`src/rtl/chip8_timers.sv`:
```
// CHIP-8 delay and sound timers: ce prescaler to a 60 Hz tick, DT/ST down-counters,
// and a square-wave beep generator that runs while ST is non-zero.
module chip8_timers #(
  parameter int TICK_DIV = 1000000,
  parameter int TICK_W   = 20,
  parameter int TONE_DIV = 68182,
  parameter int TONE_W   = 17
) (
  input  logic       clk,
  input  logic       res,
  input  logic       ce,
  input  logic       pause,
  input  logic       wr_dt,
  input  logic       wr_st,
  input  logic [7:0] wdata,
  output logic [7:0] dt,
  output logic [7:0] st,
  output logic       tick60,
  output logic       sound_on,
  output logic       beep
);

  localparam logic [TICK_W-1:0] TICK_MAX = TICK_W'(TICK_DIV - 1);
  localparam logic [TONE_W-1:0] TONE_MAX = TONE_W'(TONE_DIV - 1);

  logic [TICK_W-1:0] presc;
  logic [TONE_W-1:0] tone_cnt;

  assign sound_on = (st != 8'd0);

  always_ff @(posedge clk or posedge res) begin
    if (res) begin
      presc  <= '0;
      tick60 <= 1'b0;
    end else if (ce && !pause) begin
      if (presc == TICK_MAX) begin
        presc  <= '0;
        tick60 <= 1'b1;
      end else begin
        presc  <= presc + 1'b1;
        tick60 <= 1'b0;
      end
    end else begin
      tick60 <= 1'b0;
    end
  end

  // A write strobe beats a coincident tick; that tick is simply lost for that timer.
  always_ff @(posedge clk or posedge res) begin
    if (res) begin
      dt <= 8'd0;
    end else if (wr_dt) begin
      dt <= wdata;
    end else if (tick60 && (dt != 8'd0)) begin
      dt <= dt - 8'd1;
    end
  end

  always_ff @(posedge clk or posedge res) begin
    if (res) begin
      st <= 8'd0;
    end else if (wr_st) begin
      st <= wdata;
    end else if (tick60 && (st != 8'd0)) begin
      st <= st - 8'd1;
    end
  end

  // Clearing on silence/pause guarantees each restart begins low with a full half-period.
  always_ff @(posedge clk or posedge res) begin
    if (res) begin
      tone_cnt <= '0;
      beep     <= 1'b0;
    end else if (!sound_on || pause) begin
      tone_cnt <= '0;
      beep     <= 1'b0;
    end else if (ce) begin
      if (tone_cnt == TONE_MAX) begin
        tone_cnt <= '0;
        beep     <= ~beep;
      end else begin
        tone_cnt <= tone_cnt + 1'b1;
      end
    end
  end

endmodule

```
`config.mk`:
```
export PLATFORM = sky130hd
export DESIGN_NAME = chip8_timers
export DESIGN_NICKNAME = d
export VERILOG_FILES = /design/src/rtl/chip8_timers.sv
export SDC_FILE = /design/constraint.sdc
export NUM_CORES = 1
export LEC_CHECK = 0
export ABC_AREA = 1
export BUFFER_PORTS_ARGS = -buffer_cell sky130_fd_sc_hd__clkbuf_2
export CORE_MARGIN = 3
export CORE_UTILIZATION = 35
export CTS_CLUSTER_SIZE = 20
export DETAILED_ROUTE_END_ITERATION = 10
export GPL_TIMING_DRIVEN = 0
export PLACE_DENSITY = 0.64
export SETUP_SLACK_MARGIN = 0.05
export SLEW_MARGIN = 10
export SYNTH_ARGS = -nofsm -noshare
export SYNTH_HDL_FRONTEND = slang
export SYNTH_SLANG_ARGS = --single-unit
```
`constraint.sdc`:
```
create_clock -name clk -period 4.1 [get_ports clk]
set_clock_uncertainty 0.05 [all_clocks]
set_input_delay 0.615 -clock clk [delete_from_list [all_inputs] [get_ports clk]]
set_output_delay 0.615 -clock clk [all_outputs]
set_load 0.03 [all_outputs]
```
* Word-level counts from Yosys, hierarchy flattened *
Index checks and enable logic that the tools add are counted.

cells by class
  $add $sub $neg = 4
  equality and inequality tests = 2
  mux-type cells = 13
  bitwise operators = 1
  reduce and logical (&&, ||, !) cells = 13

operators by type and width
  kind                   count
  $mux 17                3
  $mux 8                 4
  $add 20x1->20 const B  1
  $eq 20x20->1 const B   1
  $mux 20                1
  $add 17x1->17 const B  1
  $eq 17x17->1 const B   1
  $reduce_bool 8->1      2
  $sub 8x1->8 const B    2
  $reduce_bool 2->1      4
  $mux 1                 5
  $logic_and 1x1->1      3
  $logic_not 1->1        2
  $reduce_and 2->1       1
  $logic_or 1x1->1       1
  $not 1->1              1

word-level totals
  register bits = 55
  output and inout port bits = 19
  logic and storage cells = 39

* Longest topological paths before layout *
Gate-level depths: netlist (run 1).

  word-level depth = 5
  depth in mapped cells = 10

* Worst setup path after synthesis (run 1) *
No wires, ideal clock.

  kind = flip-flop to output port
  start = register st[0]
  end = output sound_on
  arrival = 1.263 ns
  slack = 2.172 ns
  cell stages (with the launch flop) = 6
  path through = dfrtp_1 inv_1 ha_1 nand3_1 nor3_4 inv_1

between the ends
  cells in the longest elaborated chain, start to end = 1

RTL lines
  item                    line  text
  start, declared         17    output logic [7:0] st,
  start signal, assigned  63    st <= wdata;
  start signal, assigned  65    st <= st - 8'd1;
  $reduce_bool 8->1       29    assign sound_on = (st != 8'd0);
  end, declared           19    output logic sound_on,

Every way passes these cells.

* Worst setup path in the final report (run 1) *
Same ends and word-level chain as after synthesis.

==> reports/metrics.csv, run 1 <==
metric,value,unit
cts_hold_buf,0,
htreeDepth,2,
vdd_drop_max,149,µV
hpwlAfterDp,6.48,mm
power_switching,0.427,mW
p_seq_share,52.2,%
vias,3308,
async_flop_share,100,%
drt_pass1_iterations,4,
rsz0062_at_grt,no,
hold_violations,0,
r2r_slack,2.26,ns
fin_tns_setup,0,ns
route.detailed.drc,0,
antenna_found_initial,0,
p_int,0.821,mW
clock_power_share,26.3,%
timing.final.max_slew_violations,0,
first_global_vias,3118,
clockBufferDepth,2,
tightest_slew,0.448,ns
syn2layout_area_growth,12.4,%
grt_util_met3,2.41,%
postCtsSetupRepairBufs,0,
synth_edf_count,0,
worst-path-max-fanout,5,
core,0.00982,mm²
end_kind,primary output,
synthDominantCellAreaShare,38.8,%
synth_cells,506,
setup_slack,1.76,ns
synth_top_cell_by_area,dfrtp_1,
insertion_delay,0.31,ns
synth_commonest_cells,"nand2_1 (137), inv_1 (74), dfrtp_1 (55)",
startpoint_type,flop,
pin_count,33,
syn_area_per_cell,7.02,µm²
reg2reg_from,st[0],
avgViaCountPerCell,4.87,
p_leak,1.96,nW
synth.most_common_cell,nand2_1,
syn_area,0.00355,mm²
overflow,0,
postRouteAntennaNets,0,
powerDensity,313,mW/mm²
synth-warning-count,0,
dpl_worst_slack,2.08,ns
multi_input_area,0.00183,mm²
synthFlopType,dfrtp_1,
met1_usage,20.4,%
ys_ff_latch,55,
wirelength,8.38,mm
cts_inserted_buffers,5,
outcome,"finished, final reports clean",
cts_tree,done,
cts_root_buffer,clkbuf_8,
grtUsageMet2,25.5,%
grt_pass1_wl,14.5,mm
min_period_over_period,57.0,%
reg2reg_to,beep,
switching_share,34.2,%
worstPathArrival,1.67,ns
finalPower,1.25,mW
cts_resized,0,
grt_max_degree,37,
fmax,428,MHz
worstPathRequired,3.43,ns
dieHeight,107,µm
clock_sinks,55,
yosysSeqAreaShare,38.8,%
synth.distinct_cells,32,
die_w,107,µm
final_layout_size_suffix_gt1_share,12.8,%
path_clk_slew,0.11,ns
relSlewSlack,70.1,%
start_util,36.1,%
syn_nets,527,
place_inst,671,
critPathKind,flop to primary output,
register_area,0.00138,mm²
final_nets,566,
grt.total_usage,15.3,%
first_iter_violations,147,
setup_viol,0,
routedWlPerCell,12.3,µm
maxCapViolations,0,
busiest_layer,met2,
fin_cells,679,
place.gp.congestion,0.935,
fillers,1040,
synthTopCellsByArea,"dfrtp_1 (39%), nand2_1 (14%), inv_1 (7.8%), nand3_1 (7.3%), nor2_1 (5.3%)",
combPwrFrac,21.6,%
hp-class,input port to async pin,
n_antenna_cell,0,
portBuffers,31,
fp-row-count,36,
die_area,0.0114,mm²
rr_worst_depth,9,
finalCriticalPeriod,2.34,ns
[cell families (layout without fill, tap and decap cells)]
logic type                 Yosys count  count (layout)  synth area share, %
and+or+nand+nor                    298             298                 38.6
buffers and inverters               86             126                 9.66
DFF                                 55              55                 38.8
AOI/OAI and AO/OA                   46              46                 7.05
xor gates and xnor gates            14              14                 3.45
adders and majority gates            7               7                 2.47
[registers in the layout, summed over array words and instances, names as in the netlist]
signal,flops
presc,20
tone_cnt,17
dt,8
st,8
beep,1
tick60,1
[worst max path at each step]
stage,from,endpoint,slack [ns],depth (start not counted)
after floorplan,res,beep,2.09,1
after global placement,res,tone_cnt[13],1.29,2
after detailed placement,st[0],sound_on,2.08,6
after CTS,st[0],sound_on,1.72,6
after global routing,st[0],sound_on,1.64,6
final,st[0],sound_on,1.76,6
[routing by layer]
layer  up-vias  share of wire [%]
met5         -                  0
met4         0                1.7
met3        12                2.7
met2        45                 49
met1      1535                 47
li1       1716                  -
[metrics by stage]
stage / utilization [%] / hold slack (ns) / cell area [µm²]
detailed placement: 39.6 / 0.457 / 3890
CTS: 40.6 / 0.236 / 3990
global route: 40.6 / 0.260 / 3990
finish: 40.6 / 0.229 / 3990
floorplan: - / 0.433 / 3550
global placement: 39.4 / 0.457 / 3870
[cell type report]
cell class	count	area share, %
clock inverters	2	0.408
multi-input cells	365	45.9
inverters	78	7.34
flip-flops and latches	55	34.5
well taps	133	4.17
plain buffers	8	1.25
clock buffers	6	2.07
repair buffers	32	4.39
[power by group through the flow]
stage	Clock, mW	Combinational, mW	Sequential (mW)
2_1_floorplan	0	0.162	0.689
3_3_place_gp	0	0.263	0.659
3_5_place_dp	0	0.272	0.661
4_1_cts	0.344	0.273	0.650
5_1_grt	0.365	0.305	0.661
6_report	0.328	0.269	0.651
[critical path, stage by stage (launching register included)]
cell	delay, ns
dfrtp_1	0.45
inv_1	0.11
ha_1	0.16
nand3_1	0.11
nor3_4	0.28
inv_1	0.07
clkbuf_2	0.19
[cell usage in the layout (no fill, tap or decap), types with 2 or more instances in the layout]
master	Yosys	final
clkbuf_8	0	6
buf_2	4	4
nand4_1	27	27
inv_2	4	5
xnor2_1	2	2
ha_1	7	7
nand2_1	137	137
o22ai_1	2	2
nor4_1	2	2
nor2_1	50	50
nor2_4	3	3
nor2_2	7	7
nand3_1	52	52
clkbuf_2	0	31
xor2_1	12	12
o211ai_1	5	5
a21oi_1	5	5
buf_6	2	2
o21ai_0	21	21
nor3_1	8	8
nand3b_1	3	3
or2_2	2	2
o21ai_1	11	11
dfrtp_1	55	55
inv_1	74	73
nand3_2	3	3
Note: power is estimated with default switching activity, not from simulation.
==> run 2, diff against run 1 <==
--- a/config.mk
+++ b/config.mk
@@ -5,7 +5,7 @@
 export SDC_FILE = /design/constraint.sdc
 export NUM_CORES = 1
 export LEC_CHECK = 0
-export ABC_AREA = 1
+export ABC_AREA = 0
 export BUFFER_PORTS_ARGS = -buffer_cell sky130_fd_sc_hd__clkbuf_2
 export CORE_MARGIN = 3
 export CORE_UTILIZATION = 35
==> constraint.sdc (replaced) <==
create_clock -name clk -period 2.25 [get_ports clk]
set_clock_uncertainty 0.05 [all_clocks]
set_input_delay 0.3375 -clock clk [delete_from_list [all_inputs] [get_ports clk]]
set_output_delay 0.3375 -clock clk [all_outputs]
set_load 0.03 [all_outputs]
==> run 2 against run 1 <==
Clock power up 100%. Design area down 14%. Sequential power grew 75%. Die area fell by 16%. Non-clock buffer count rose by 8. First-iteration DRC count grew 30%. Highest routed layer unchanged. Worst hold slack worse by 0.20 ns. Via count fell by 27%. Synthesized cell count is 38% lower. Sequential cell count is the same. Cell count shrank 32%.
==> reports/metrics.csv, run 2 <==
metric,value,unit
syn_area,0.00294,mm²
synth_top_cell_by_area,dfrtp_1,
reg2reg_to,tone_cnt[7],
end_kind,flop,
grt_pass1_wl,11.1,mm
avgViaCountPerCell,5.21,
synthFlopType,dfrtp_1,
cts_tree,done,
worst-path-max-fanout,5,
worstPathCellList,or4_4 -> o21ai_4 -> nand2_2 -> or4_4 -> a31oi_1,
critPathKind,flop to flop,
syn2layout_area_growth,17.1,%
first_global_vias,2316,
synth.most_common_cell,dfrtp_1,
start_util,37.1,%
hold_violations,0,
routedWlPerCell,13.5,µm
core,0.00793,mm²
layout_common_cells,"dfrtp_1 (53), nor2_1 (40), nand2_1 (37)",
tightest_slew,0.833,ns
synth-warning-count,0,
final_common_cell,dfrtp_1,
dpl_worst_slack,-0.00705,ns
clock_power_share,30.9,%
maxCapViolations,0,
vdd_drop_max,377,µV
timing.final.max_slew_violations,0,
grt.total_usage,13.8,%
synthDominantCellAreaShare,46.8,%
clockBufferDepth,2,
relSlewSlack,44.0,%
p_leak,1.48,nW
antenna_found_initial,0,
critPathMaxStageDelay,0.58,ns
worstPathRequired,2.43,ns
clock_sinks,55,
syn_area_per_cell,9.34,µm²
crit_path_frequent_cell,or4_4,
p_seq_share,53.6,%
synth.distinct_cells,46,
drt_pass1_iterations,4,
fin_hold_ws,0.0260,ns
postRouteAntennaNets,0,
setup_viol,0,
crit_slowest_cell,or4_4,
rr_worst_depth,5,
yosysSeqAreaShare,46.8,%
synthTopCellsByArea,"dfrtp_1 (47%), xor2_1 (6.3%), xnor2_1 (5.4%), nor2_1 (5.2%), nand2_1 (4.8%)",
outcome,"finished, final reports clean",
dieHeight,97.7,µm
largest_register_ffs,20,
hp-class,input port to async pin,
syn_nets,336,
fp-row-count,32,
synth_commonest_cells,"dfrtp_1 (55), nor2_1 (41), nand2_1 (38)",
htreeDepth,2,
min_period_over_period,92.9,%
async_flop_share,100,%
pin_count,33,
setup_slack,0.160,ns
reg2reg_from,st[3],
n_antenna_cell,0,
crit_start,st[3],
finalCriticalPeriod,2.09,ns
power_switching,0.604,mW
vias,2407,
ys_ff_latch,55,
hpwlAfterDp,4.58,mm
grt_max_degree,30,
place.gp.congestion,0.834,
route.detailed.drc,0,
powerDensity,615,mW/mm²
top_register,presc,
rsz0062_at_grt,no,
first_iter_violations,191,
p_int,1.52,mW
r2r_slack,0.16,ns
synth_edf_count,0,
worstPathArrival,2.27,ns
overflow,0,
fmax,478,MHz
reg.largest.list,"presc (20), tone_cnt (17)",
final_layout_size_suffix_gt1_share,18.3,%
combPwrFrac,15.5,%
switching_share,28.5,%
cts_root_buffer,clkbuf_8,
path_clk_slew,0.10,ns
die_area,0.00954,mm²
startpoint_type,flop,
synth_cells,315,
die_w,97.7,µm
critPathCapture,tone_cnt[7],
final_nets,380,
insertion_delay,0.31,ns
portBuffers,31,
cts_inserted_buffers,5,
wirelength,6.26,mm
## run 2: cell count changes in the layout (fill, tap and decap cells not counted), moves of 11 or more
cell,before,now
nand2_1,137,37
inv_1,73,5
xnor2_1,2,18
o21ai_1,11,0
nand4_1,27,15
nand3_1,52,19
## run 2: how the worst min path moves through the flow
stage	from	end	slack [ns]	cells after the start
floorplan	wr_st	st[0]	0.39	1
global placement	presc[5]	presc[5]	0.42	1
global route	res	presc[10]	0.07	2
detailed placement	res	presc[7]	0.38	2
CTS	res	presc[9]	0.04	2
finish	res	presc[7]	0.03	2
## run 2: stage by stage
stage          cells  setup TNS (ns)  instance area [µm²]  util (%)  total power, mW
2_1_floorplan    315               0                 2950         -             1.37
3_3_place_gp     448          -11.64                 3230      40.7             1.46
6_report         462               0                 3450      43.5             2.12
5_1_grt          462               0                 3450      43.5             2.25
3_5_place_dp     449        -0.00705                 3250      41.0             1.48
4_1_cts          460               0                 3390      42.7             2.14
## run 2: metal layers
layer	vias to the layer above	wire length (µm)	GRT usage, %
met5	-	0	0
met2	44	3020	22.5
met4	0	105	4.69
met1	1175	2940	18.8
met3	9	184	1.94
li1	1179	-	-
## run 2: repair_timing
action	4_1_cts	5_1_grt
resized for setup	2	10
buffers inserted	3	3
hold endpoints to repair	0	0
hold buffers	0	0
endpoints found under the setup margin	2	26
pin swaps	1	4
## run 2: cells by family after synthesis
| kind of cell | synth area share [%] |
|---|---|
| xor+xnor | 11.6 |
| flops | 46.8 |
| fa+ha+maj | 2.98 |
| buf+inv | 2.55 |
| compound gates | 7.70 |
| mux | 1.45 |
| simple gates | 27.0 |
## run 2: power by group through the flow
stage | logic, mW | clock network [mW] | registers, mW
floorplan | 0.177 | 0 | 1.19
global placement | 0.306 | 0 | 1.15
detailed placement | 0.319 | 0 | 1.16
CTS | 0.330 | 0.680 | 1.13
global route | 0.372 | 0.727 | 1.15
finish | 0.328 | 0.656 | 1.14
## run 2: area by class of cell
| type | instances | area, µm² |
|---|---|---|
| fillers | 780 | 4480 |
| multi-input cells | 242 | 1540 |
| flip-flops and latches | 55 | 1380 |
| repair buffers | 38 | 220 |
| well taps | 102 | 128 |
| clock buffers | 7 | 76.3 |
| plain buffers | 10 | 43.8 |
| clock inverters | 1 | 30.0 |
| inverters | 7 | 26.3 |
## run 2: critical path, delay by kind of cell (launching register included)
family,cells,cell delay [ns]
compound gates,2,0.34
flops,1,0.46
simple gates,3,1.15
==> run 3, diff against run 2 <==
--- a/config.mk
+++ b/config.mk
@@ -12,7 +12,7 @@
 export CTS_CLUSTER_SIZE = 20
 export DETAILED_ROUTE_END_ITERATION = 10
 export GPL_TIMING_DRIVEN = 0
-export PLACE_DENSITY = 0.64
+export PLACE_DENSITY_LB_ADDON = 0.25
 export SETUP_SLACK_MARGIN = 0.05
 export SLEW_MARGIN = 10
 export SYNTH_ARGS = -nofsm -noshare
==> run 3 against run 2 <==
Highest routed layer unchanged. Combinational power shrank 2%. Critical path depth grew 2. Core utilization shrank 0.58 points. Global-route usage shrank 0.57 points. Clock-buffer cell count is the same. Sequential share of layout area grew 0.54 points.
==> reports/metrics.csv, run 3 (synthesis results as in run 2) <==
metric,value,unit
place_inst,449,
path_clk_slew,0.09,ns
finalPower,1.99,mW
rr_worst_depth,7,
largest_register_ffs,20,
start_util,37.1,%
timing.final.max_slew_violations,0,
final_nets,379,
worst-path-max-fanout,3,
portBuffers,31,
place.gp.congestion,0.841,
startpoint_type,flop,
core,0.00793,mm²
syn2layout_area_growth,15.5,%
wirelength,6.06,mm
powerDensity,585,mW/mm²
top_register,presc,
cts_tree,done,
p_leak,1.47,nW
routedWlPerCell,13.2,µm
critPathKind,flop to flop,
postRouteAntennaNets,0,
tightest_slew,0.867,ns
dieHeight,97.7,µm
setup_viol,0,
pin_count,33,
rsz0062_at_grt,yes,
first_iter_violations,140,
fp-row-count,32,
hpwlAfterDp,4.45,mm
final_layout_size_suffix_gt1_share,17.0,%
cts_inserted_buffers,5,
first_global_vias,2182,
avgViaCountPerCell,5.05,
final_common_cell,dfrtp_1,
vdd_drop_max,308,µV
hold_violations,0,
fin_tns_setup,0,ns
fillers,802,
die_w,97.7,µm
die_area,0.00954,mm²
maxCapViolations,0,
r2r_slack,0.08,ns
dpl_worst_slack,0.00939,ns
grt_pass1_wl,10.6,mm
reg.largest.list,"presc (20), tone_cnt (17)",
cts_root_buffer,clkbuf_8,
layout_common_cells,"dfrtp_1 (53), nor2_1 (40), nand2_1 (37)",
relSlewSlack,41.8,%
multi_input_area,0.00153,mm²
n_antenna_cell,0,
end_kind,flop,
register_area,0.00138,mm²
hp-class,input port to flop,
drt_pass1_iterations,4,
grt.total_usage,13.2,%
insertion_delay,0.30,ns
finalCriticalPeriod,2.17,ns
clock_sinks,55,
min_period_over_period,96.6,%
overflow,0,
clockBufferDepth,2,
worstPathRequired,2.43,ns
worstPathArrival,2.35,ns
setup_slack,0.0762,ns
antenna_found_initial,0,
fmax,460,MHz
vias,2326,
grt_max_degree,36,
htreeDepth,2,
min_path_cells,3,
outcome,"finished, final reports clean",
route.detailed.drc,0,
fin_cells,461,
## run 3: power breakdown
group / switching, mW / total (mW) / leakage, nW / internal, mW
Sequential: 0.0801 / 1.14 / 0.722 / 1.06
Clock: 0.311 / 0.530 / 0.0422 / 0.220
Combinational: 0.196 / 0.322 / 0.703 / 0.126
## run 3: worst max-delay path, stage by stage, from the launching register on
cell	delay (ns)
dfrtp_2	0.42
inv_1	0.08
ha_1	0.15
or3b_2	0.47
o21ai_2	0.18
nand2_2	0.10
or4_1	0.48
a31oi_1	0.16
## run 3: final cells by class
cell class | count | area share, %
Inverter | 7 | 0.773
Clock inverter | 1 | 0.147
Multi-Input combinational cell | 242 | 44.9
Buffer | 10 | 1.29
Clock buffer | 7 | 2.25
Timing Repair Buffer | 37 | 6.33
Tap cell | 102 | 3.75
Sequential cell | 55 | 40.6
## run 3: routing by layer
layer	vias up	part of all wire, %	global-route usage (%)	wire length (µm)
met4	0	1.2	4.47	73
met2	28	45	20.2	2740
met1	1112	51	19.5	3100
li1	1181	-	-	-
met5	-	0	0	0
met3	5	2.4	1.36	143
## run 3: metrics by stage
| stage | util (%) | area (µm²) | hold slack [ns] |
|---|---|---|---|
| 2_1_floorplan | - | 2950 | 0.391 |
| 3_3_place_gp | 40.7 | 3230 | 0.423 |
| 3_5_place_dp | 41.0 | 3250 | 0.320 |
| 4_1_cts | 42.6 | 3370 | 0.193 |
| 5_1_grt | 42.9 | 3400 | 0.208 |
| 6_report | 42.9 | 3400 | 0.205 |
## run 3: final timing paths
check                      startpoint           to
max                             st[0]  tone_cnt[7]
min                          wdata[1]        st[1]
max reg2reg                     st[0]  tone_cnt[7]
min reg2reg                  presc[5]     presc[5]
max in group asynchronous         res        st[1]
min in group asynchronous         res     presc[9]
## run 3: repair_timing
item	in CTS	in global routing
endpoints found under the hold margin	20	0
pin swaps	1	2
endpoints found under the setup margin	4	27
hold buffers	1	0
setup buffers	3	1
gates resized for setup	2	6
